--- src/rtl/decp_pkg.sv ---
// Shared constants and helpers for the DEM decouple sequence generator.
// Imported by the LFSR sub-module and the generator top level.
package decp_pkg;

  localparam int          LFSR_W    = 16;
  // x^16+x^14+x^13+x^11+1, right-shifting Fibonacci: taps at bits 0,2,3,5
  localparam logic [15:0] LFSR_TAPS = 16'h002D;

  localparam logic signed [1:0] S_NEG  = -2'sd1;
  localparam logic signed [1:0] S_ZERO = 2'sd0;
  localparam logic signed [1:0] S_POS  = 2'sd1;

  function automatic int sat(input int val, input int lim);
    if (val > lim) return lim;
    if (val < -lim) return -lim;
    return val;
  endfunction

endpackage

--- src/rtl/decp_lfsr.sv ---
// 16-bit Fibonacci LFSR used as the dither source.
// Steps on en_i, reloads SEED on clr_i or reset.
module decp_lfsr
  import decp_pkg::*;
#(
  parameter logic [LFSR_W-1:0] SEED = 16'hACE1
) (
  input  logic clk,
  input  logic rstn,
  input  logic clr_i,
  input  logic en_i,
  output logic bit0_o
);

  logic [LFSR_W-1:0] lfsr_q, lfsr_d;

  always_comb begin
    lfsr_d = {^(lfsr_q & LFSR_TAPS), lfsr_q[LFSR_W-1:1]};
  end

  always_ff @(posedge clk or negedge rstn) begin
    if (!rstn) begin
      lfsr_q <= SEED;
    end else if (clr_i) begin
      lfsr_q <= SEED;
    end else if (en_i) begin
      lfsr_q <= lfsr_d;
    end
  end

  assign bit0_o = lfsr_q[0];

endmodule

--- src/rtl/decp_gen_p.sv ---
// Decouple sequence generator: splits V into gama+beta for two DEM
// branches, steering the odd remainder with a noise-shaping loop.
module decp_gen_p
  import decp_pkg::*;
#(
  parameter int N         = 18,
  parameter int VW        = $clog2(N + 1),
  parameter int HW        = $clog2(N / 2 + 1),
  parameter int ORDER     = 1,
  parameter int STATE_LIM = 4,
  parameter logic [LFSR_W-1:0] SEED = 16'hACE1
) (
  input  logic          clk,
  input  logic          rstn,
  input  logic          clr,
  input  logic          v_valid,
  input  logic [VW-1:0] v_in,
  input  logic          dither_en,
  output logic          out_valid,
  output logic [HW-1:0] gama,
  output logic [HW-1:0] beta,
  output logic          sat_err
);

  localparam int SW = $clog2(2 * STATE_LIM + 4) + 1;
  localparam int YW = SW + 3;

  if (ORDER != 1 && ORDER != 2) begin : g_bad_order
    $error("decp_gen_p: ORDER must be 1 or 2");
  end

  logic                 acc;
  logic                 over;
  logic [VW-1:0]        vc;
  logic                 lfsr_b0;
  logic signed [1:0]    d, s;
  logic signed [YW-1:0] y;
  logic [VW:0]          vs;
  logic [HW-1:0]        g_d, b_d;
  logic signed [SW-1:0] x1_q, x1_d, x2_q, x2_d;
  logic                 ov_q, se_q;
  logic [HW-1:0]        gama_q, beta_q;

  assign acc = v_valid & ~clr;

  decp_lfsr #(.SEED(SEED)) u_lfsr (
    .clk    (clk),
    .rstn   (rstn),
    .clr_i  (clr),
    .en_i   (acc),
    .bit0_o (lfsr_b0)
  );

  always_comb begin
    over = v_in > VW'(N);
    vc   = over ? VW'(N) : v_in;
    d    = !dither_en ? S_ZERO : (lfsr_b0 ? S_POS : S_NEG);
    y    = YW'(x1_q) + YW'(d);
    if (ORDER == 2) begin
      y = y + YW'(x1_q) + YW'(x2_q);
    end
    // ties (y == 0) go negative
    s    = !vc[0] ? S_ZERO : (y[YW-1] ? S_POS : S_NEG);
    vs   = {1'b0, vc} + {{(VW - 1){s[1]}}, s};
    g_d  = HW'(vs >> 1);
    b_d  = HW'(vc - VW'(vs >> 1));
    x1_d = SW'(sat(int'(x1_q) + int'(s), STATE_LIM));
    x2_d = '0;
    if (ORDER == 2) begin
      x2_d = SW'(sat(int'(x2_q) + int'(x1_d), 2 * STATE_LIM));
    end
  end

  always_ff @(posedge clk or negedge rstn) begin
    if (!rstn) begin
      x1_q <= '0;
      x2_q <= '0;
    end else if (clr) begin
      x1_q <= '0;
      x2_q <= '0;
    end else if (acc) begin
      x1_q <= x1_d;
      x2_q <= x2_d;
    end
  end

  always_ff @(posedge clk or negedge rstn) begin
    if (!rstn) begin
      ov_q   <= 1'b0;
      gama_q <= '0;
      beta_q <= '0;
      se_q   <= 1'b0;
    end else begin
      ov_q <= acc;
      if (acc) begin
        gama_q <= g_d;
        beta_q <= b_d;
        se_q   <= over;
      end
    end
  end

  assign out_valid = ov_q;
  assign gama      = gama_q;
  assign beta      = beta_q;
  assign sat_err   = se_q;

endmodule

--- config.mk ---
export PLATFORM = sky130hd
export DESIGN_NAME = decp_gen_p
export DESIGN_NICKNAME = d
export VERILOG_FILES = /design/src/rtl/decp_pkg.sv /design/src/rtl/decp_lfsr.sv /design/src/rtl/decp_gen_p.sv
export SDC_FILE = /design/constraint.sdc
export NUM_CORES = 1
export LEC_CHECK = 0
export CORE_ASPECT_RATIO = 0.75
export CORE_MARGIN = 2
export CORE_UTILIZATION = 50
export DETAILED_ROUTE_END_ITERATION = 6
export PLACE_DENSITY = 0.71
export SETUP_SLACK_MARGIN = 0.5
export SLEW_MARGIN = 0
export SYNTH_ARGS = -nofsm -noshare
export SYNTH_HDL_FRONTEND = slang
export SYNTH_HIERARCHICAL = 1
export SYNTH_SLANG_ARGS = --single-unit
--- constraint.sdc ---
create_clock -name clk -period 6.2 [get_ports clk]
set_input_delay 1.24 -clock clk [delete_from_list [all_inputs] [get_ports clk]]
set_output_delay 1.24 -clock clk [all_outputs]
set_load 0.005 [all_outputs]
==> impl_results.md, run 1 <==
* Setup violators final at 0
* Num rows at 20
* CTS Hold Buffers Added at 0
* Pint at 0.385 mW
* CP Class: input port to register
* Layout Area Growth over Synthesis at 11.8%
* Final Max Slew Viols at 0
* Gate Count Post-Synth at 207
* Die height at 59.5 um
* Post-synthesis simple-gate area fraction at 0.157
* Endpoint class of the critical path: register
* Status: complete, no violations
* Post-Syn Area per Cell at 9.91 sq um
* Drc violations at 0
* Core area at 4000 sq um
* Nets@finish at 241
* Max_cap viols at 0
* H-tree depth at 2
* Top cells by count, synth: nand2_1, dfrtp_1, nor2_1, mux2i_1
* Boundary pin count at 20
* Clock sinks at 31
* Post-CTS sizing at 0
* RSZ-0062 raised after global routing: no
* Warning count from the yosys run at 6
* Setup TNS at 0 ns
* Wire per inst at 14.0 um
* Postcts setup bufs at 0
* Post-DRT Antenna Nets at 0
* Overall routing resource usage at 0.182
* Global-route wire length before repair at 6610 um
* Placed cell count at 270
* Total grt overflow at 0
* Fraction of registers with async set/reset at 1.00
* Worst path required time at 6.34 ns
* Post-synth EDFFs at 0
* Worst Min Path Start: gama[3]
* Comb power frac at 0.283
* Period minus WS final at 4.34 ns
* Largest net degree at the start of global routing at 32
* P_sw at 0.160 mW
* Arr. time, crit path at 4.48 ns
* Syn_nets at 226
* Main combinational cell family by area after synthesis: compound AO/OA/AOI/OAI gates
* Vias at 1,561
* Crit start category: input port
* Lkg Pwr at 0.973 nW
* Die area at 4630 sq um
* Fmax at 230 MHz
* Crit-path max FO at 9
* Cell area after synthesis at 2050 sq um
* Period Utilization, post-route at 0.700
* Initial DRC Count at 88
* Seq cells post-synth at 31
* Top cells by area, synth: dfrtp_1, dfstp_2, mux2i_1
* Placer Congestion at 0.946
* Reg2reg setup slack at 2.82 ns
* Adder-Cell Fraction of Synth Area at 0.0586
* Busiest grt layer: met2
* Synth Flop Type: dfrtp_1
* Final setup skew at 0.00757 ns
* Post-synth top area share at 0.281
* Clock-pin slew on the worst setup and hold paths at 0.06 ns
* HPWL reported at the end of detailed placement at 2860 um
* DRT Pass-1 Iters at 6
* Antenna violations before repair at 0
* Critical path startpoint: v_in[1]
* Root Buffer: clkbuf_8
* Share of cells above drive strength 1 at 0.148
* Multiplexer share of the synthesized area at 0.0879
* Top cell type by total area after synthesis: dfrtp_1
* Sequential element share of the synthesized area at 0.383
* Hold Fails Final Rpt at 0
* Synth cell types at 59
* Final non-filler cell total at 278
* Sequential Power Share at 0.446
* Top-count cell post-synth: nand2_1
* CTS Buffer Depth at 2
* Initial core utilization at 0.512
* Diode count at 0
* Port buffer count at 19
* Clk_lat worst skew at 0.27 ns
* Met2 Use GR at 0.294
* Synth Area in XOR/XNOR at 0.0470
* M3 GR Usage at 0.0412
* Clock power frac at 0.271
* Max VDD drop at 139 uV
* Switching part of the total at 0.293
* Worst Tran Pin Value at 0.637 ns
* Die W at 78.0 um
* RR Startpoint: x1_q[1]
* Max transition margin at 0.575
* Synth Area in Compound Gates at 0.190
* PD cells at 238 nW/um^2
* CTS tree: built
* HP Class: register to register
* WL final at 3890 um
* Number of vias per cell at 5.62
* TritonCTS Buffers at 5
* Vias in the first global route at 1,433
* Met1 GRT Util at 0.252
==> layout by cell type, fill, tap and decap left out, types with 5 or more instances in the layout <==
cell and count:
a21oi_1 7, clkbuf_8 5, clkdlybuf4s50_1 19, dfrtp_1 23, dfstp_2 8, ha_1 8, inv_1 6, mux2i_1 18
nand2_1 24, nor2_1 19, o21ai_1 8, xnor2_1 6, xor2_1 5
==> kinds of logic after synthesis <==
kind of cell / count (synthesis)
AND/OR/NAND/NOR: 67
AO/OA/AOI/OAI: 49
flip-flops: 31
buffers and inverters: 22
multiplexers: 18
XOR/XNOR: 11
adder cells (fa/ha/maj): 9
==> critical path, stage by stage <==
cell and delay (ns):
clkdlybuf4s50_1 0.48, o31ai_4 0.38, and2_4 0.27, inv_2 0.07, a21oi_4 0.24, xnor2_1 0.13, ha_1 0.20, a21oi_1 0.17
xor2_1 0.28, ha_1 0.29, a21o_1 0.15, a21oi_1 0.18, xor2_1 0.19, xnor2_1 0.13, o21ai_1 0.07
==> stage by stage <==
| step | util | hold WS (ns) | instance area (sq um) | power [mW] | worst slack, ns |
|---|---|---|---|---|---|
| 3_3_place_gp | 0.553 | 0.469 | 2210 | 0.398 | 1.75 |
| 4_1_cts | 0.573 | 0.489 | 2290 | 0.550 | 1.85 |
| 6_report | 0.573 | 0.483 | 2290 | 0.545 | 1.86 |
| 5_1_grt | 0.573 | 0.517 | 2290 | 0.583 | 1.65 |
| 3_5_place_dp | 0.553 | 0.475 | 2210 | 0.401 | 1.63 |
| 2_1_floorplan | - | 0.468 | 2050 | 0.344 | 2.38 |
==> registers in the layout (all words and copies together), names as in the netlist <==
signal,count
sat_err,1
gama,4
beta,4
x1_q,5
out_valid,1
u_lfsr/lfsr_q,16
==> routing by layer <==
layer | share of wire | vias to the layer above
met4 | 0.0054 | 0
met3 | 0.054 | 5
met5 | 0 | -
li1 | - | 764
met1 | 0.49 | 740
met2 | 0.45 | 52
==> worst paths after layout <==
path                                      to  cells past startpoint
hold reg to reg                      gama[3]                      2
min in group asynchronous  u_lfsr/lfsr_q[14]                      2
hold / removal                       gama[3]                      2
setup reg to reg                     beta[3]                     13
max in group asynchronous   u_lfsr/lfsr_q[5]                      2
setup / recovery                     beta[3]                     15
==> power groups by stage <==
stage	clock network, mW	registers, mW	logic, mW
after detailed placement	0	0.247	0.154
after global routing	0.166	0.246	0.171
after global placement	0	0.246	0.152
final	0.148	0.243	0.154
after floorplan	0	0.242	0.102
after CTS	0.151	0.243	0.155
==> cell type report <==
| cell class | count | area, sq um |
|---|---|---|
| Tap cell | 55 | 68.8 |
| Inverter | 10 | 51.3 |
| Fill cell | 368 | 1710 |
| Clock buffer | 7 | 76.3 |
| Sequential cell | 31 | 786 |
| Multi-Input combinational cell | 154 | 1110 |
| Clock inverter | 1 | 5.00 |
| Timing Repair Buffer | 20 | 198 |
Power figures use the tool's default switching activity.
==> inputs of run 2 (changes only) <==
Settings changed: PLACE_DENSITY 0.71 to 0.74.
Clock period 6.2 ns to 3.6 ns, I/O delays scaled along.
==> impl_results.md, run 2 (same netlist as run 1, synthesis figures left out) <==
* Slowest stage delay, CP at 0.48 ns
* Overall routing resource usage at 0.204
* CTS tree: built
* Sequential Power Share at 0.421
* Util after Layout at 0.624
* Max VDD drop at 158 uV
* Largest register by flop count: u_lfsr/lfsr_q
* Final Max Slew Viols at 0
* Initial DRC Count at 99
* Design area at 2500 sq um
* Max_cap viols at 0
* CP Cell Sequence: clkdlybuf4s50_1 > and2_4 > inv_2 > a21oi_4 > xnor2_2 > ha_2 > a21oi_2 > xor2_1 > ha_1 > a21o_1 > a21oi_2 > xor2_1 > xnor2_1 > o21ai_1
* Layout Area Growth over Synthesis at 21.9%
* Endpoint class of the critical path: register
* DRT Pass-1 Iters at 4
* Final setup skew at 0.00479 ns
* TritonCTS Buffers at 5
* Worst path required time at 3.77 ns
* Arr. time, crit path at 3.14 ns
* Clock sinks at 31
* Die W at 78.0 um
* Placer Congestion at 0.891
* Vias at 1,643
* Pint at 0.696 mW
* Wire per inst at 13.8 um
* Worst Tran Pin Value at 0.511 ns
* CTS Hold Buffers Added at 0
* Crit start category: input port
* Total grt overflow at 0
* Root Buffer: clkbuf_8
* Setup violators final at 0
* RSZ-0062 raised after global routing: no
* Post-DRT Antenna Nets at 0
* Port buffer count at 19
* Clk_lat worst skew at 0.28 ns
* Core area at 4000 sq um
* PD cells at 395 nW/um^2
* Die height at 59.5 um
* Period minus WS final at 2.97 ns
* Most frequent cells in the layout: buf_4, nand2_1, dfrtp_1
* Comb power frac at 0.320
* Number of vias per cell at 5.40
* H-tree depth at 2
* Hold WS at 0.485 ns
* Crit-path max FO at 4
* Global-route wire length before repair at 7220 um
* Vias in the first global route at 1,506
* CP max stage cell: clkdlybuf4s50_1
* Diode count at 0
* Num rows at 20
* Max reg flops at 16
* HP Class: register to register
* HPWL reported at the end of detailed placement at 3050 um
* Antenna violations before repair at 0
* Hold Fails Final Rpt at 0
* Largest regs: u_lfsr/lfsr_q x16, x1_q x5
* Initial core utilization at 0.512
* Period Utilization, post-route at 0.826
* CP Class: input port to register
* Switching part of the total at 0.296
* Lkg Pwr at 1.10 nW
* Die area at 4630 sq um
* Status: complete, no violations
* Drc violations at 0
* WL final at 4190 um
* Largest net degree at the start of global routing at 32
* Boundary pin count at 20
* Most common cell after layout, fill and taps aside: buf_4
* P_sw at 0.292 mW
* Fmax at 336 MHz
* Post-Place Cell Area at 2390 sq um
* CTS Buffer Depth at 2
* Share of cells above drive strength 1 at 0.297
* Nets@finish at 267
* Max transition margin at 0.659
* Clock power frac at 0.260
* Clock-pin slew on the worst setup and hold paths at 0.06 ns
==> run 2: path summary, 6_finish.rpt <==
path                                endpoint  slack (ns)     from  cells after the start
setup / recovery                     beta[3]        0.63  v_in[0]                     14
hold / removal                       gama[2]        0.48  gama[2]                      2
max in group asynchronous  u_lfsr/lfsr_q[15]        2.46     rstn                      2
hold reg to reg                      gama[2]        0.48  gama[2]                      2
min in group asynchronous            gama[3]        0.83     rstn                      2
setup reg to reg                     beta[3]        0.67  x1_q[3]                     13
==> run 2: layout make-up <==
type	count	area (sq um)
clock inverter	1	5.00
timing repair buffer	46	368
clock buffer	7	76.3
tap	55	68.8
sequential	31	787
fill	340	1500
multi-input combinational	154	1140
inverter	10	51.3
==> run 2: per-stage QoR <==
stage          cells  setup WS [ns]  setup TNS (ns)  power, mW
3_5_place_dp     291        -0.0482         -0.0482      0.727
2_1_floorplan    207          0.333               0      0.598
5_1_grt          304          0.480               0       1.05
6_report         304          0.625               0      0.988
4_1_cts          303          0.516               0      0.993
3_3_place_gp     291         0.0239               0      0.721
==> run 2: layer usage <==
metal | share of wire | vias to the layer above | track usage
met2 | 0.42 | 34 | 0.289
met5 | 0 | - | 0
met3 | 0.048 | 5 | 0.0396
met1 | 0.53 | 778 | 0.306
met4 | 0.010 | 0 | 0.0827
li1 | - | 826 | -
==> run 2: critical path: cells and delay by family <==
family          cells  cell delay (ns)
simple gates        1             0.14
fa+ha+maj           2             0.46
compound gates      5             0.66
buf+inv             2             0.53
xor+xnor            4             0.63
==> run 2: timing repair <==
item                                    CTS  global route
setup buffers                             4             1
gates resized for setup                   6            15
pin swaps                                10            15
cloned                                    0             0
endpoints found under the setup margin    7             6
hold endpoints to repair                  0             0
==> run 2: power groups by stage <==
stage | logic [mW] | registers [mW] | clock network (mW)
floorplan | 0.182 | 0.417 | 0
global placement | 0.301 | 0.420 | 0
detailed placement | 0.306 | 0.422 | 0
CTS | 0.313 | 0.416 | 0.265
global route | 0.350 | 0.422 | 0.279
finish | 0.316 | 0.416 | 0.257
==> inputs of run 3 (changes only) <==
Clock period 3.6 ns to 2.65 ns, I/O delays scaled along.
==> impl_results.md, run 3 (same netlist as run 1, synthesis figures left out) <==
* Slowest stage delay, CP at 0.41 ns
* Antenna violations before repair at 0
* Max VDD drop at 388 uV
* CTS Hold Buffers Added at 0
* Global-route wire length before repair at 8630 um
* Design area at 2910 sq um
* Port buffer count at 19
* CP top delay family: compound AO/OA/AOI/OAI gates
* Largest net degree at the start of global routing at 32
* Diode count at 0
* Max reg flops at 16
* Most common cell after layout, fill and taps aside: buf_4
* Root Buffer: clkbuf_8
* Overall routing resource usage at 0.243
* Vias at 1,836
* Vias in the first global route at 1,801
* Fmax at 343 MHz
* Clock sinks at 31
* Period Utilization, post-route at 1.10
* Most frequent cells in the layout: buf_4, nand2_1, dfrtp_1
* Lkg Pwr at 1.29 nW
* Worst path required time at 2.82 ns
* Hold Path Sink: beta[2]
* Initial DRC Count at 167
* Setup ws final at -0.263 ns
* Final Max Slew Viols at 0
* Total grt overflow at 0
* Reg2reg end: beta[3]
* Clock-pin slew on the worst setup and hold paths at 0.07 ns
* Most used cell along the critical path: a21oi_2
* Endpoint class of the critical path: register
* HPWL reported at the end of detailed placement at 3430 um
* HP Class: register to register
* Num rows at 20
* Period minus WS final at 2.91 ns
* Share of cells above drive strength 1 at 0.426
* Post-Place Cell Area at 2560 sq um
* Tot Pwr at 1.47 mW
* CTS Buffer Depth at 2
* Util after Layout at 0.727
* Die W at 78.0 um
* DRT Pass-1 Iters at 4
* Reg2reg setup slack at -0.26 ns
* Wire per inst at 15.9 um
* Final non-filler cell total at 337
* Nets@finish at 300
* Die area at 4630 sq um
* Initial core utilization at 0.512
* Die height at 59.5 um
* H-tree depth at 2
* DP Worst Slack at -0.850 ns
* Hold Fails Final Rpt at 0
* Worst Min Path Start: beta[2]
* Crit start category: register
* Max transition margin at 0.666
* WL final at 5350 um
* Setup TNS at -0.754 ns
* Largest regs: u_lfsr/lfsr_q x16, x1_q x5
* Boundary pin count at 20
* Layout Area Growth over Synthesis at 41.9%
* CTS tree: built
* RSZ-0062 raised after global routing: yes
* PD cells at 506 nW/um^2
* Setup violators final at 7
* Crit-path max FO at 4
* TritonCTS Buffers at 5
* Hold WS at 0.501 ns
* Number of vias per cell at 5.45
* Worst Tran Pin Value at 0.501 ns
* Final setup skew at 0.00711 ns
* Failing checks: negative setup slack
* Max_cap viols at 0
* Clk_lat worst skew at 0.28 ns
* Largest register by flop count: u_lfsr/lfsr_q
* # fillers at 291
* CP max stage cell: or3_4
* Hold path depth at 2
* Core area at 4000 sq um
* Placed cell count at 312
* Placer Congestion at 0.885
* RR Startpoint: x1_q[3]
* Status: complete, but fails checks
* Worst Path Buf+Inv at 0
* Drc violations at 0
* Worst Reg-to-Reg Cells at 13
* Post-DRT Antenna Nets at 0
* Arr. time, crit path at 3.08 ns
* CP Class: register to register
* CP Cell Sequence: or3_4 > o21ai_4 > a21oi_4 > xnor2_2 > ha_2 > a21oi_2 > xor2_2 > ha_1 > a21o_1 > a21oi_2 > xor2_1 > xnor2_1 > o21ai_1
[run 3: repair_timing]
action,CTS,global route
pin swaps,27,9
setup buffers,14,3
endpoints found under the setup margin,13,11
resized for setup,39,14
[run 3: cell type report]
class / instances / area [sq um] / area share
Clock buffer: 7 / 76.3 / 0.0262
Inverter: 10 / 56.3 / 0.0193
Multi-Input combinational cell: 154 / 1250 / 0.428
Sequential cell: 31 / 786 / 0.270
Tap cell: 55 / 68.8 / 0.0236
Clock inverter: 1 / 5.00 / 0.00172
Timing Repair Buffer: 79 / 672 / 0.231
[run 3: worst max path at each step]
stage / slack, ns / depth (start not counted) / from / end
2_1_floorplan: -0.42 / 15 / v_in[3] / beta[3]
3_3_place_gp: -0.72 / 14 / dither_en / beta[3]
3_5_place_dp: -0.85 / 14 / dither_en / beta[3]
4_1_cts: -0.26 / 13 / x1_q[0] / beta[3]
5_1_grt: -0.40 / 13 / x1_q[2] / beta[3]
6_report: -0.26 / 13 / x1_q[3] / beta[3]
[run 3: layer usage]
metal / global-route usage / vias to the layer above / wire length (um) / share of wire
met5: 0 / - / 0 / 0
met4: 0.0476 / 0 / 14 / 0.0026
met3: 0.0655 / 4 / 311 / 0.058
met2: 0.401 / 61 / 2560 / 0.48
met1: 0.328 / 886 / 2460 / 0.46
li1: - / 885 / - / -
[run 3: power by group]
group	switching [mW]	internal (mW)	leakage [nW]
clock network	0.173	0.184	0.0422
logic	0.246	0.306	0.863
registers	0.0341	0.530	0.385
[run 3: worst register-to-register path, cell delays in order (launching register included)]
cell and delay (ns):
dfrtp_1 0.37, or3_4 0.41, o21ai_4 0.21, a21oi_4 0.11
xnor2_2 0.15, ha_2 0.19, a21oi_2 0.14, xor2_2 0.18
ha_1 0.27, a21o_1 0.20, a21oi_2 0.14, xor2_1 0.19
xnor2_1 0.15, o21ai_1 0.09
